===== config.mk =====
export PLATFORM = sky130hd
export DESIGN_NAME = regfile_master
export DESIGN_NICKNAME = d
export VERILOG_FILES = /design/src/rtl/regfile_master.sv
export SDC_FILE = /design/constraint.sdc
export NUM_CORES = 1
export LEC_CHECK = 0
export BUFFER_PORTS_ARGS = -buffer_cell sky130_fd_sc_hd__buf_2
export CAP_MARGIN = 25
export CORE_ASPECT_RATIO = 2
export CORE_UTILIZATION = 48
export DETAILED_ROUTE_END_ITERATION = 8
export MAX_ROUTING_LAYER = met4
export PLACE_DENSITY_LB_ADDON = 0.3
export SLEW_MARGIN = 20
export SYNTH_ARGS = -nofsm -noshare
export SYNTH_HDL_FRONTEND = slang
export SYNTH_SLANG_ARGS = --single-unit

===== constraint.sdc =====
create_clock -name i_ck -period 1.8 [get_ports i_ck]
set_input_delay 0.27 -clock i_ck [delete_from_list [all_inputs] [get_ports i_ck]]
set_output_delay 0.27 -clock i_ck [all_outputs]
set_load 0.01 [all_outputs]

===== src/rtl/regfile_master.sv =====
// Byte-stream to register-file access sequencer: pointer load, single-cycle write/read strobes.
// Define REGM_AUTOINC_EN to post-increment the pointer after every register access.
module regfile_master #(
  parameter int unsigned ADDR_W = 4,
  parameter int unsigned DATA_W = 8
) (
  input  logic              i_ck,
  input  logic              i_rst,
  input  logic              i_start,
  input  logic              i_stop,
  input  logic              i_wr_valid,
  input  logic [DATA_W-1:0] i_wr_byte,
  input  logic              i_rd_req,
  output logic              o_ready,
  output logic [DATA_W-1:0] o_rd_data,
  output logic              o_rd_valid,
  output logic              o_csn,
  output logic              o_rw,
  output logic [ADDR_W-1:0] o_address,
  output logic [DATA_W-1:0] o_data,
  input  logic [DATA_W-1:0] i_data
);

`ifdef REGM_AUTOINC_EN
  localparam logic [ADDR_W-1:0] PtrStep = ADDR_W'(1);
`else
  localparam logic [ADDR_W-1:0] PtrStep = ADDR_W'(0);
`endif

  typedef enum logic [2:0] {StIdle, StAddr, StAct, StWcyc, StRcyc} state_e;

  state_e              state_q, state_d;
  state_e              ret_q, ret_d;
  logic [ADDR_W-1:0]   ptr_q, ptr_d;
  logic [ADDR_W-1:0]   addr_q, addr_d;
  logic [DATA_W-1:0]   data_q, data_d;
  logic [DATA_W-1:0]   rd_data_q, rd_data_d;
  logic                rd_valid_q, rd_valid_d;

  always_ff @(posedge i_ck or posedge i_rst) begin
    if (i_rst) begin
      state_q    <= StIdle;
      ret_q      <= StIdle;
      ptr_q      <= '0;
      addr_q     <= '0;
      data_q     <= '0;
      rd_data_q  <= '0;
      rd_valid_q <= 1'b0;
    end else begin
      state_q    <= state_d;
      ret_q      <= ret_d;
      ptr_q      <= ptr_d;
      addr_q     <= addr_d;
      data_q     <= data_d;
      rd_data_q  <= rd_data_d;
      rd_valid_q <= rd_valid_d;
    end
  end

  always_comb begin
    state_d    = state_q;
    ret_d      = ret_q;
    ptr_d      = ptr_q;
    addr_d     = addr_q;
    data_d     = data_q;
    rd_valid_d = (state_q == StRcyc);
    rd_data_d  = (state_q == StRcyc) ? i_data : rd_data_q;
    case (state_q)
      StIdle: begin
        if (!i_stop && i_start) state_d = StAddr;
      end
      StAddr, StAct: begin
        if (i_stop) begin
          state_d = StIdle;
        end else if (i_start) begin
          state_d = StAddr;
        end else if (i_wr_valid) begin
          if (state_q == StAddr) begin
            ptr_d   = i_wr_byte[ADDR_W-1:0];
            state_d = StAct;
          end else begin
            addr_d  = ptr_q;
            data_d  = i_wr_byte;
            state_d = StWcyc;
          end
        end else if (i_rd_req) begin
          addr_d  = ptr_q;
          ret_d   = state_q;
          state_d = StRcyc;
        end
      end
      StWcyc, StRcyc: begin
        // A start/stop seen during the access replaces the normal return state.
        ptr_d = ptr_q + PtrStep;
        if (i_stop)                 state_d = StIdle;
        else if (i_start)           state_d = StAddr;
        else if (state_q == StWcyc) state_d = StAct;
        else                        state_d = ret_q;
      end
      default: state_d = StIdle;
    endcase
  end

  always_comb begin
    o_ready    = (state_q == StAddr) || (state_q == StAct);
    o_csn      = !((state_q == StWcyc) || (state_q == StRcyc));
    o_rw       = (state_q != StWcyc);
    o_address  = addr_q;
    o_data     = data_q;
    o_rd_data  = rd_data_q;
    o_rd_valid = rd_valid_q;
  end

endmodule

=== Yosys cells after proc, flatten, opt, wreduce, memory -nomap -nowiden ===
Cells that the tools add are included.

* Add/sub/neg operators: 0
* $mul: 0
* Divide/modulo/power cells: 0
* Order comparisons: 0
* Equality and inequality tests: 8
* Shift-type cells: 0
* Multiplexer cells: 13
* Bitwise operators: 4
* Reduce and logical (&&, ||, !) cells: 14

{| class="wikitable"
|+ Operators by type and width
! cell !! number
|-
| two-way mux 3 bit || 8
|-
| AND reduction 5 bit || 4
|-
| two-way mux 4 bit || 3
|-
| case mux 3 bit (3 select lines) || 1
|-
| equality test 3 x 2 -> 1 bit, second input constant || 2
|-
| != test 5 bit, second input constant || 1
|-
| != test 2 bit, second input constant || 2
|-
| NOT 1 bit || 4
|-
| OR reduction 2 bit || 2
|-
| equality test 3 x 1 -> 1 bit, second input constant || 1
|-
| equality test 3 bit, second input constant || 1
|-
| logical NOT 3 bit || 1
|-
| != test 3 x 2 -> 1 bit, second input constant || 1
|-
| logical NOT 1 bit || 2
|-
| logical OR 1 bit || 2
|-
| AND reduction 2 bit || 1
|-
| nonzero test 2 bit || 1
|-
| logical AND 1 bit || 1
|-
| two-way mux 1 bit || 1
|}

* Bits in registers: 31
* Bits in latches: 0
* Bits in writable memories: 0
* Memory bits (read-only): 0
* Input bits: 22
* Output and inout bits: 24
* Word-level logic and storage cells: 46
* Memories kept: 0

=== Longest topological paths before layout ===
* Depth after elaboration: 6
* Mapped depth: 5

=== Least setup slack after synthesis ===
OpenSTA, ideal clock, no wires.

* Kind: register to register
* Start point: register state_q[0]
* End point: register ret_q[0]
* Library setup time: 0.125 ns
* Arrival time: 1.335 ns
* Required time: 1.675 ns
* Path slack: 0.340 ns
* Cell stages (with the launch flop): 6
* Buffers on the path: 1
* Clock period less this slack: 1.460 ns
* Cell sequence: dfrtp_1 buf_4 xnor2_1 nor2_2 nand4_2 mux2_4

* Longest elaborated chain between the ends: 3
* Elaborated cells on any way between the ends: 4

{| class="wikitable"
|+ Ends and longest elaborated chain
! item !! line !! source
|-
| start: declaration || 32 || <nowiki>state_e state_q, state_d;</nowiki>
|-
| start signal: assignment || 42 || <nowiki>state_q <= StIdle;</nowiki>
|-
| start signal: assignment || 50 || <nowiki>state_q <= state_d;</nowiki>
|-
| equality test 3 x 1 -> 1 bit / equality test 3 x 2 -> 1 bit (equally long branches) || 68 || <nowiki>case (state_q)</nowiki>
|-
| OR reduction 2 bit || 68 ||
|-
| AND reduction 5 bit (no source line) || - ||
|-
| end signal: assignment || 43 || <nowiki>ret_q <= StIdle;</nowiki>
|-
| end signal: assignment || 51 || <nowiki>ret_q <= ret_d;</nowiki>
|-
| end: declaration || 33 || <nowiki>state_e ret_q, ret_d;</nowiki>
|}

Several ways; a longest one is shown, not always the timed one.
A chain may end at the register's enable or synchronous reset.

=== Worst setup path in the final report ===
* Start point: register state_q[0]
* End point: output port o_csn

* Longest elaborated chain between the ends: 3
* Elaborated cells on any way between the ends: 4

{| class="wikitable"
|+ Ends and longest elaborated chain
! item !! line !! source
|-
| equality test 3 x 2 -> 1 bit / equality test 3 bit (equally long branches) || - ||
|-
| logical OR 1 bit (*) || 106 || <nowiki>o_csn = !((state_q == StWcyc) || (state_q == StRcyc));</nowiki>
|-
| logical NOT 1 bit (*) || 106 ||
|-
| end: declaration || 17 || <nowiki>output logic o_csn,</nowiki>
|}

Mark *: on every way between the ends. The rest lies on a longest branch, timed or not.

==> run metrics <==
run status complete, no violations; Die Area 0.00298 mm²; Worst-Skew Late Latency 0.28 ns; synth top area cells dfrtp_1 (59%), mux2_2 (17%), mux2_1 (3.4%); syn avg cell area 14.4 µm²; Starting Density 51.4%; CTS tree built; crit path from state_q[0]; boundary pin count 46; drt drc 0; vias in the first global route 939; Primary FF master, synth dfrtp_1; commonest non-fill, non-tap cell in the layout buf_2; Clock Skew 0.00526 ns; CP max FO 12; TNS Setup 0 ns; root buffer cell clkbuf_8; vias 927; reg2reg end o_data[0]; CTS buffer count 5; routed length on met2 1470 µm; I/O Buffers 45; area share of the largest cell type after synthesis 58.7%; gr usage total 21.2%; worst slew pin tran 0.390 ns; PwrDens 1070 mW/mm²; Reg clk slew, reported paths 0.06 ns; YS warnings 0; GRT overflow 0; Cell variety after synth 30; ANT nets after route 0; FF+latch count, synth 31; LEAKAGE 0.897 nW; slowest stage delay, CP 0.47 ns; fin crit period 1.64 ns; initial drt markers 18; RSZ-0062 raised after global routing no; vias per cell 5.42; Seq/Total Area, Yosys 58.7%; count of pins over their slew limit 0; routed wl met3 124 µm; critical path arrival 1.37 ns; initial antenna violation count 0; Setup Buffers After CTS 0; GP Congestion 0.686; Pwr Total 1.76 mW; Max Cap Violations 0; pre-CTS WS 0.267 ns; Cell Rows 26; DR WL/cell 15.7 µm; Pre-antenna DRT Iters 4; nets@finish 165; Crit. End Element primary output; Hold Crit Class in2async; R2R depth 3; CTS max path bufs 2; Worst VDD drop 0.000786 V; period utilisation layout 91.2%; die height 76.2 µm; final worst slack 0.158 ns; n_diodes 0; Setup CP Type reg2out; worst reg2reg path startpoint state_q[2]; asr flop ratio synth 100%; syn nets 114; fillers 210; share of post-route cells with drive strength above 1 58.7%; Mapped Cells 92; Startpoint Class register; R2R setup slack 0.30 ns; Final setup viols 0; critical path, cell by cell nor3_1, buf_4, a21oi_1, buf_2; WL final 2680 µm; Hold Fails Final Rpt 0; fmax 609 MHz; normalized max-slew margin 74.0%; core area 0.00257 mm²; Die W 39.1 µm; post-layout util 64.3%; Mapped Area 0.00132 mm²; Post-synth EDFFs 0; Top Layer Used met4; clock sink count 31; pin count of the biggest net entering global routing 32; Data required, critical path 1.53 ns; met1 WL 1010 µm; cell taking the most area after synthesis dfrtp_1; Area Overhead vs Synth 25.0%; critical path capture point o_csn; Crit-path slowest cell dfrtp_2; H-tree depth 2; first-pass GRT wire length 4130 µm; most frequent cells in the layout buf_2 (45), dfrtp_1 (29), mux2_2 (20)
-- power breakdown --
part	internal, mW	switching, mW
registers	0.824	0.0657
logic	0.179	0.160
clock network	0.299	0.233
-- worst min-delay path by stage --
stage / start / endpoint / slack [ns] / cells after the start
after floorplan: i_stop / state_q[2] / 0.34 / 1
after global placement: i_rst / o_data[7] / 0.36 / 3
after detailed placement: i_rst / o_data[1] / 0.36 / 3
after CTS: i_rst / o_data[1] / 0.06 / 3
after global routing: i_rst / o_data[1] / 0.10 / 3
final: i_rst / o_address[3] / 0.06 / 3
-- registers in the layout, indices dropped and copies added, names as in the netlist --
| signal | cells |
|---|---|
| o_data | 8 |
| o_rd_data | 8 |
| o_address | 4 |
| ptr_q | 4 |
| ret_q | 3 |
| state_q | 3 |
| o_rd_valid | 1 |
-- timing repair --
action | in CTS | in global routing
setup endpoints to repair | 0 | 1
resized for setup | 0 | 2
hold buffers | 0 | 0
-- cells in the mapped netlist, types with 2 or more instances --
cell type	number
dfrtp_1	31
mux2_2	20
inv_1	5
mux2_1	4
a21oi_1	2
a31oi_1	2
buf_4	2
nand2_1	2
nor3_1	2
o21ai_0	2
-- layer usage --
| metal | vias up | track usage, % |
|---|---|---|
| met5 | - | - |
| met4 | 0 | 13.4 |
| met3 | 5 | 5.83 |
| met2 | 31 | 33.3 |
| met1 | 466 | 21.5 |
| li1 | 425 | - |
-- area by class of cell --
type                    count  area, µm²  share of cell area [%]
clock buffers               6       82.6                    5.00
clock inverters             1       5.00                   0.303
inverters                   5       18.8                    1.14
multi-input cells          53        492                    29.8
flip-flops and latches     31        778                    47.1
well taps                  28       35.0                    2.12
repair buffers             47        240                    14.5
-- through the flow --
stage | area, µm² | hold slack (ns) | std cells
after global routing | 1650 | 0.103 | 171
after detailed placement | 1560 | 0.362 | 164
final | 1650 | 0.0636 | 171
after floorplan | 1320 | 0.341 | 92
after global placement | 1560 | 0.358 | 164
after CTS | 1650 | 0.0604 | 171
-- cell families (layout without fill, tap and decap cells) --
family | after synthesis | after routing | share of synthesized area [%]
buffers and inverters | 8 | 59 | 4.07
DFF | 31 | 31 | 58.7
AOI/OAI and AO/OA | 10 | 10 | 4.92
muxes | 26 | 26 | 22.3
xor gates and xnor gates | 1 | 1 | 0.663
and+or+nand+nor | 16 | 16 | 9.28
-- critical path, delay by kind of cell, from the launching register on --
kind	cells	cell delay [ns]
DFF	1	0.47
buffers and inverters	2	0.36
and+or+nand+nor	1	0.20
AOI/OAI and AO/OA	1	0.06
No activity file was read; power rests on OpenSTA's default activity.
